$ cat config.mk
export PLATFORM = sky130hd
export DESIGN_NAME = alu_pipe
export DESIGN_NICKNAME = d
export VERILOG_FILES = /design/src/rtl/alu_pipe.sv
export SDC_FILE = /design/constraint.sdc
export NUM_CORES = 1
export LEC_CHECK = 0
export CORE_ASPECT_RATIO = 1.4
export CORE_UTILIZATION = 55
export DETAILED_ROUTE_END_ITERATION = 16
export DONT_BUFFER_PORTS = 1
export PLACE_DENSITY = 0.71
export SYNTH_ARGS = -nofsm -noshare
export SYNTH_HDL_FRONTEND = slang
export SYNTH_SLANG_ARGS = --single-unit
$ cat constraint.sdc
create_clock -name clk -period 5.9 [get_ports clk]
set_input_delay 1.18 -clock clk [delete_from_list [all_inputs] [get_ports clk]]
set_output_delay 1.18 -clock clk [all_outputs]
set_load 0.005 [all_outputs]
$ cat src/rtl/alu_pipe.sv
// alu_pipe: single-issue ALU with a valid/ready request port and a
// valid/ready result port. Single-cycle ops (ADD, SUB, AND, OR, SLT and the
// two reserved codes) complete with latency 1. MUL is a sequential
// shift-add multiplier that takes WIDTH cycles and blocks new requests
// while it runs.
//
// Handshake: a transfer happens on a rising edge where valid && ready on
// that port. The producer holds valid and data stable until the transfer.
// The consumer may change ready freely. Request inputs are sampled only on
// an accepting edge. The held result stays stable until it is consumed.
//
// Ports:
//   clk        - sole clock, rising edge
//   reset      - asynchronous, active-high reset
//   SrcA, SrcB - operands (WIDTH bits)
//   ALUControl - operation select:
//                010 ADD, 110 SUB, 000 AND, 001 OR, 111 SLT, 011 MUL,
//                100/101 -> 0
//   in_valid   - request valid
//   in_ready   - request may be accepted
//   ALUResult  - registered result
//   Zero       - registered ALUResult == 0
//   Carry      - carry-out (ADD) / no-borrow (SUB), else 0
//   Overflow   - signed overflow (ADD/SUB), else 0
//   out_valid  - result valid
//   out_ready  - consumer accepts result
module alu_pipe #(
    parameter int WIDTH = 32,
    parameter int CNTW  = $clog2(WIDTH) + 1
) (
    input  logic             clk,
    input  logic             reset,
    input  logic [WIDTH-1:0] SrcA,
    input  logic [WIDTH-1:0] SrcB,
    input  logic [2:0]       ALUControl,
    input  logic             in_valid,
    output logic             in_ready,
    output logic [WIDTH-1:0] ALUResult,
    output logic             Zero,
    output logic             Carry,
    output logic             Overflow,
    output logic             out_valid,
    input  logic             out_ready
);

    localparam logic [2:0] OP_AND = 3'b000;
    localparam logic [2:0] OP_OR  = 3'b001;
    localparam logic [2:0] OP_ADD = 3'b010;
    localparam logic [2:0] OP_MUL = 3'b011;
    localparam logic [2:0] OP_SUB = 3'b110;
    localparam logic [2:0] OP_SLT = 3'b111;

    typedef enum logic {
        IDLE = 1'b0,
        MUL  = 1'b1
    } state_t;

    state_t            state;
    logic [CNTW-1:0]   counter;
    logic [WIDTH-1:0]  mul_a;    // multiplicand, shifted left each step
    logic [WIDTH-1:0]  mul_b;    // multiplier, shifted right each step
    logic [WIDTH-1:0]  acc;      // partial product (low WIDTH bits)

    logic              accept;
    logic              consume;
    logic [WIDTH:0]    sum_ext;
    logic [WIDTH:0]    diff_ext;
    logic [WIDTH-1:0]  alu_res;
    logic              alu_c;
    logic              alu_v;
    logic [WIDTH-1:0]  acc_next;
    logic              last_step;

    // Accept only from IDLE and only when the result slot is free or is
    // being drained on the same edge.
    assign in_ready = (state == IDLE) && (!out_valid || out_ready);
    assign accept   = in_valid && in_ready;
    assign consume  = out_valid && out_ready;

    // One extra bit carries the ADD carry-out / SUB no-borrow.
    assign sum_ext  = {1'b0, SrcA} + {1'b0, SrcB};
    assign diff_ext = {1'b0, SrcA} + {1'b0, ~SrcB} + {{WIDTH{1'b0}}, 1'b1};

    always_comb begin
        alu_res = '0;
        alu_c   = 1'b0;
        alu_v   = 1'b0;
        case (ALUControl)
            OP_ADD: begin
                alu_res = sum_ext[WIDTH-1:0];
                alu_c   = sum_ext[WIDTH];
                // Same-sign operands producing an opposite-sign sum.
                alu_v   = (SrcA[WIDTH-1] == SrcB[WIDTH-1]) &&
                          (sum_ext[WIDTH-1] != SrcA[WIDTH-1]);
            end
            OP_SUB: begin
                alu_res = diff_ext[WIDTH-1:0];
                alu_c   = diff_ext[WIDTH];
                // Opposite-sign operands with the difference taking B's sign.
                alu_v   = (SrcA[WIDTH-1] != SrcB[WIDTH-1]) &&
                          (diff_ext[WIDTH-1] != SrcA[WIDTH-1]);
            end
            OP_AND: alu_res = SrcA & SrcB;
            OP_OR:  alu_res = SrcA | SrcB;
            OP_SLT: alu_res = {{(WIDTH-1){1'b0}}, ($signed(SrcA) < $signed(SrcB))};
            default: alu_res = '0;  // MUL handled by the FSM; 100/101 give 0
        endcase
    end

    assign acc_next  = acc + (mul_b[0] ? mul_a : '0);
    assign last_step = (counter == CNTW'(WIDTH - 1));

    always_ff @(posedge clk or posedge reset) begin
        if (reset) begin
            state     <= IDLE;
            counter   <= '0;
            mul_a     <= '0;
            mul_b     <= '0;
            acc       <= '0;
            ALUResult <= '0;
            Zero      <= 1'b1;
            Carry     <= 1'b0;
            Overflow  <= 1'b0;
            out_valid <= 1'b0;
        end else begin
            case (state)
                IDLE: begin
                    if (accept) begin
                        if (ALUControl == OP_MUL) begin
                            state     <= MUL;
                            counter   <= '0;
                            mul_a     <= SrcA;
                            mul_b     <= SrcB;
                            acc       <= '0;
                            // Any held result is being consumed on this edge.
                            out_valid <= 1'b0;
                        end else begin
                            ALUResult <= alu_res;
                            Zero      <= (alu_res == '0);
                            Carry     <= alu_c;
                            Overflow  <= alu_v;
                            out_valid <= 1'b1;
                        end
                    end else if (consume) begin
                        out_valid <= 1'b0;
                    end
                end
                MUL: begin
                    // out_valid is 0 for the whole MUL, so nothing to consume.
                    acc     <= acc_next;
                    mul_a   <= mul_a << 1;
                    mul_b   <= mul_b >> 1;
                    counter <= counter + CNTW'(1);
                    if (last_step) begin
                        ALUResult <= acc_next;
                        Zero      <= (acc_next == '0);
                        Carry     <= 1'b0;
                        Overflow  <= 1'b0;
                        out_valid <= 1'b1;
                        counter   <= '0;
                        state     <= IDLE;
                    end
                end
                default: state <= IDLE;
            endcase
        end
    end

endmodule
Word level (Yosys, flattened, before mapping) --
Cells that the tools add are included.
Storage, ports and cells: bits in registers 139, bits of input ports 71, output and inout bits 37, logic and storage cells 89
Operators by class: add/sub/neg operators 5, $lt $le $gt $ge 1, equal/unequal tests 15, multiplexer cells 41, bitwise logic cells 4, reduce and logical (&&, ||, !) cells 13
Operators by type and width (number):
- two-way mux 32 bit | 10
- case mux 32 bit (2 select lines) | 4
- case mux 32 bit (5 select lines) | 1
- adder 32 x 32 -> 33 bit | 2
- zero test 32 bit | 2
- adder 33 x 1 -> 33 bit, second input constant | 1
- adder 32 bit | 1
- bitwise AND 32 bit | 1
- less-than comparator 32 bit | 1
- inverter 32 bit | 1
- bitwise OR 32 bit | 1
- two-way mux 6 bit | 3
- two-way mux 1 bit | 15
- case mux 1 bit (2 select lines) | 7
- case mux 6 bit (2 select lines) | 1
- adder 6 x 1 -> 6 bit, second input constant | 1
- == test 3 x 2 -> 1 bit, second input constant | 2
- == test 3 bit, second input constant | 2
- == test 6 x 5 -> 1 bit, second input constant | 1
- logical AND 1 bit | 5
- != test 2 x 1 -> 1 bit, second input constant | 2
- != test 2 bit, second input constant | 2
- AND reduction 2 bit | 2
- == test 3 x 1 -> 1 bit, second input constant | 1
- 8 further kinds | 10

Depth between registers and ports, before layout --
depth in word-level cells 9, gate-level depth with buffers 15, mapped depth without buffers 14

Least setup slack after synthesis --
Ideal clock, no wire load.
kind input-to-reg, start point input SrcA[0], end point register Zero, data arrival time 3869 ps, required time 5814 ps, path slack 1945 ps, stages on the path 12, buffers on the path 0, cell sequence ha_1 > fa_1 > a21o_1 > a221oi_4 > o21ai_2 > a211o_1 > o32a_1 > a31oi_1 > o211ai_1 > nor4_1 > nand4_1 > o31ai_2
On the way: cells in the longest elaborated chain, start to end 7, elaborated cells on any way between the ends 11, classes of those cells add/sub (3); order compare (1); mux (4); bitwise (2); reduce/logical (1)
RTL lines:
- start: declaration | line 33 | input logic [WIDTH-1:0] SrcA,
- adder 32 x 32 -> 33 bit | line 82 | assign diff_ext = {1'b0, SrcA} + {1'b0, ~SrcB} + {{WIDTH{1'b0}}, 1'b1};
- adder 33 x 1 -> 33 bit | line 82
- case mux 32 bit (5 select lines) (*) | line 88 | case (ALUControl)
- zero test 32 bit (*) | line 139 | Zero <= (alu_res == '0);
- two-way mux 1 bit (*) | line 129 | if (ALUControl == OP_MUL) begin
- two-way mux 1 bit (*) | line 128 | if (accept) begin
- case mux 1 bit (2 select lines) (*) | line 126 | case (state)
- end signal: assignment | line 139
- end signal: assignment | line 156 | Zero <= (acc_next == '0);
- end: declaration | line 39 | output logic Zero,
Mark *: on every way between the ends. The rest lies on a longest branch, timed or not. The select of a mux whose other input is x is not followed. A chain may end at the register's enable or synchronous reset.

Worst setup path in the final report --
start point register mul_b[0], end point register Zero
On the way: cells in the longest elaborated chain, start to end 5
RTL lines:
- start: declaration | line 61 | logic [WIDTH-1:0] mul_b;
- start signal: assignment | line 133 | mul_b <= SrcB;
- start signal: assignment | line 152 | mul_b <= mul_b >> 1;
- two-way mux 32 bit | line 110 | assign acc_next = acc + (mul_b[0] ? mul_a : '0);
- adder 32 bit | line 110
- zero test 32 bit | line 156
- two-way mux 1 bit | line 154 | if (last_step) begin
- case mux 1 bit (2 select lines) | line 126
Every way passes these cells. The select of a mux whose other input is x is not followed.

==> summary.txt <==
STA
  – Setup WS post-layout: 1.35 ns
  – Min Tclk post-route: 4.55 ns
  – Final setup viols: 0
  – Max-slew headroom: 34.1%
  – Tcrit/Tclk final: 77.1%
  – Tightest Pin Transition: 0.986 ns
  – FMAX: 220 MHz
  – RSZ-0062 raised after global routing: no
  – TNS Setup: 0 ns
  – Endpoints failing hold: 0
  – Clock skew: 0.0186 ns
  – Slew Limit Fails: 0

Logic synthesis
  – Most common cell in the netlist: nand2_1
  – Post-synth cell types: 92
  – Post-synth EDFFs: 0
  – Synth Warn #: 0
  – Syn_nets: 1875
  – Synth area leader: dfrtp_1
  – Post-synthesis sequential area ratio: 26.2%
  – Ys flop type: dfrtp_1
  – Flops & latches, synth: 139
  – Async set or reset register ratio after synthesis: 100%
  – Synth Instances: 1658
  – Avg Inst Size Synth: 8.02 sq um
  – Post-synth top area share: 26.0%
  – Post-synth top cells: nand2_1, ha_1, dfrtp_1
  – Synthesized cell area: 13300 sq um
  – Synth area leaders: dfrtp_1, ha_1, nand2_1

Global route
  – First-pass GRT wire length: 69.0 mm
  – GRT Util Overall: 36.4%
  – Antenna violations before repair: 2
  – Largest net degree at the start of global routing: 99
  – Overflow after GRT: 0
  – Vias in the first global route: 12.3k

CTS
  – Clock buffer count from CTS: 17
  – Hold buffers post-CTS: 0
  – Clk buf depth: 2
  – Post-CTS Setup Inserts: 0
  – Clock Pin Slew Worst Setup and Hold Paths: 0.07 ns
  – Clock sinks: 139
  – CTS tree: done
  – Post-cts sizing count: 0
  – CTS root buffer: clkbuf_16
  – Worst-Skew Late Latency: 0.45 ns
  – CTS HTree Levels: 4

Cells and area
  – Multi-input logic area: 9040 sq um
  – Ratio of cells with drive above 1 in the final layout: 5.89%
  – Register Area: 3480 sq um
  – Area Growth Syn to Fin: 5.30%
  – Nets: 1817
  – Final instance area: 14000 sq um
  – # fillers: 2178
  – ANT cells: 0

Pwr
  – Pwr dens: 339 nW/um^2
  – Worst vdd ir: 0.256 mV
  – Leakage: 0.00666 uW

Setup path
  – Type of origin of the critical path: flip-flop
  – Critical Path AT: 4.91 ns
  – Required time worst endpoint: 6.26 ns
  – CP Capture Type: flip-flop
  – Worst path bufs/invs: 0
  – Slowest-stage cell, CP: dfrtp_1
  – Delay-heaviest family, CP: simple AND/OR/NAND/NOR gates
  – CP max FO: 33
  – Crit Path Class: flip-flop to flip-flop
  – Worst-path cell chain: and2_1 -> ha_1 -> fa_1 -> a211oi_1 -> nor2_1 -> xor2_1 -> or4b_1 -> nor4_1 -> o211ai_1 -> and4b_1 -> nand4b_1 -> nor4b_1 -> a21oi_1 -> o31ai_2
  – Worst path max stage delay: 0.74 ns

Floorplan
  – I/O pins: 108
  – Row count: 66
  – DIE HEIGHT: 186 microns
  – Initial Utilization: 56.7%
  – Core box area: 23500 sq um
  – Die X: 133 microns
  – Die area: 24800 sq um

Routing
  – 1st-iter DRT viols: 1059
  – Antenna-violating nets left: 0
  – Total Wirelength: 44.6 mm
  – First-pass detailed-route iteration total: 6
  – Drt wl/cell: 23.2 microns
  – DR vias: 12.5k
  – Vias/cell: 6.52
  – DRC viols: 0

Job
  – # Max-Cap Violations: 0

Place
  – Port Buf Inserts: 0
  – Detailed placement HPWL: 33.7 mm
  – Worst slack at placement: 1.13 ns
  – Placed inst area: 13400 sq um
  – GP Congestion: 0.995

Run status
  – Status: finished, final reports clean

Min path
  – Hold crit path type: flip-flop to flip-flop
[stage by stage]
step	total power [uW]	util (%)	instances	hold slack (ns)
floorplan	3040	-	1658	0.446
global placement	3580	57.2	1887	0.461
detailed placement	3610	57.2	1887	0.468
CTS	4710	59.7	1919	0.486
global route	5030	59.7	1919	0.503
finish	4740	59.7	1919	0.481
[where the power goes]
group / total, uW / leakage, uW / switching, uW / internal, uW
clock: 1100 / 0.000274 / 493 / 607
sequential: 1710 / 0.00179 / 363 / 1350
combinational: 1930 / 0.00460 / 1190 / 742
[worst reg2reg max path, cell delays in order (launching register included)]
cell and delay (ns):
dfrtp_1 0.74, and2_1 0.32, ha_1 0.20, fa_1 0.40
a211oi_1 0.36, nor2_1 0.12, xor2_1 0.18, or4b_1 0.51
nor4_1 0.41, o211ai_1 0.15, and4b_1 0.33, nand4b_1 0.12
nor4b_1 0.43, a21oi_1 0.10, o31ai_2 0.08
[cell type report]
| type | count | area share (%) |
|---|---|---|
| multi-input cells | 1321 | 64.6 |
| flip-flops and latches | 139 | 24.9 |
| clock buffers | 20 | 3.26 |
| inverters | 106 | 2.88 |
| well taps | 306 | 2.74 |
| repair buffers | 15 | 0.805 |
| clock inverters | 12 | 0.796 |
[placed cells by master (no fill, tap or decap), drive strengths merged, types with 9 or more instances in the layout]
cell type,netlist,layout
nand2,209,209
a31oi,11,11
o21bai,14,14
a211oi,35,35
and2,40,40
dfrtp,138,138
buf,28,15
a21oi,109,109
o31ai,20,20
xnor2,38,38
a21o,27,27
or2,11,11
clkbuf,64,20
nor4,16,16
nand2b,10,10
nor2,125,125
a22oi,12,12
nor2b,15,15
xor2,13,13
o22ai,15,15
o21ai,138,138
nor3,28,28
nand4,16,16
inv,105,109
ha,143,143
o211ai,18,18
a22o,10,10
a211o,9,9
nand3,33,33
mux2i,74,74
[flip-flops by register name (all words and copies together), names as in the netlist]
signal     cells
Zero           1
ALUResult     32
acc           32
mul_b         32
mul_a         32
counter        6
Carry          1
out_valid      1
state          1
Overflow       1
[kinds of logic after synthesis]
family	Yosys count	share of synthesized area [%]
compound gates	505	25.3
mux	80	6.08
simple gates	539	19.2
xor+xnor	51	3.36
flops	139	26.2
buf+inv	198	5.93
fa+ha+maj	146	13.9
[worst paths after layout]
| check | start | slack, ns | end | cells past startpoint |
|---|---|---|---|---|
| max | mul_b[0]$_DFFE_PP0P_ | 1.35 | Zero$_DFFE_PP1P_ | 14 |
| min | mul_b[9]$_DFFE_PP0P_ | 0.48 | mul_b[8]$_DFFE_PP0P_ | 2 |
| max reg2reg | mul_b[0]$_DFFE_PP0P_ | 1.35 | Zero$_DFFE_PP1P_ | 14 |
| min reg2reg | mul_b[9]$_DFFE_PP0P_ | 0.48 | mul_b[8]$_DFFE_PP0P_ | 2 |
| max in group asynchronous | reset | 3.93 | acc[13]$_DFFE_PP0P_ | 2 |
| min in group asynchronous | reset | 0.80 | ALUResult[4]$_DFFE_PP0P_ | 1 |
[metal layers]
metal	share of wire (%)	vias up	wire, microns	GRT usage, %
met2	48	546	21200	61.0
li1	-	5814	-	-
met1	41	6027	18200	43.4
met3	6.8	131	3010	8.28
met5	0.025	-	11	0
met4	4.7	2	2110	18.7
Note: power is estimated with default switching activity, not from simulation.
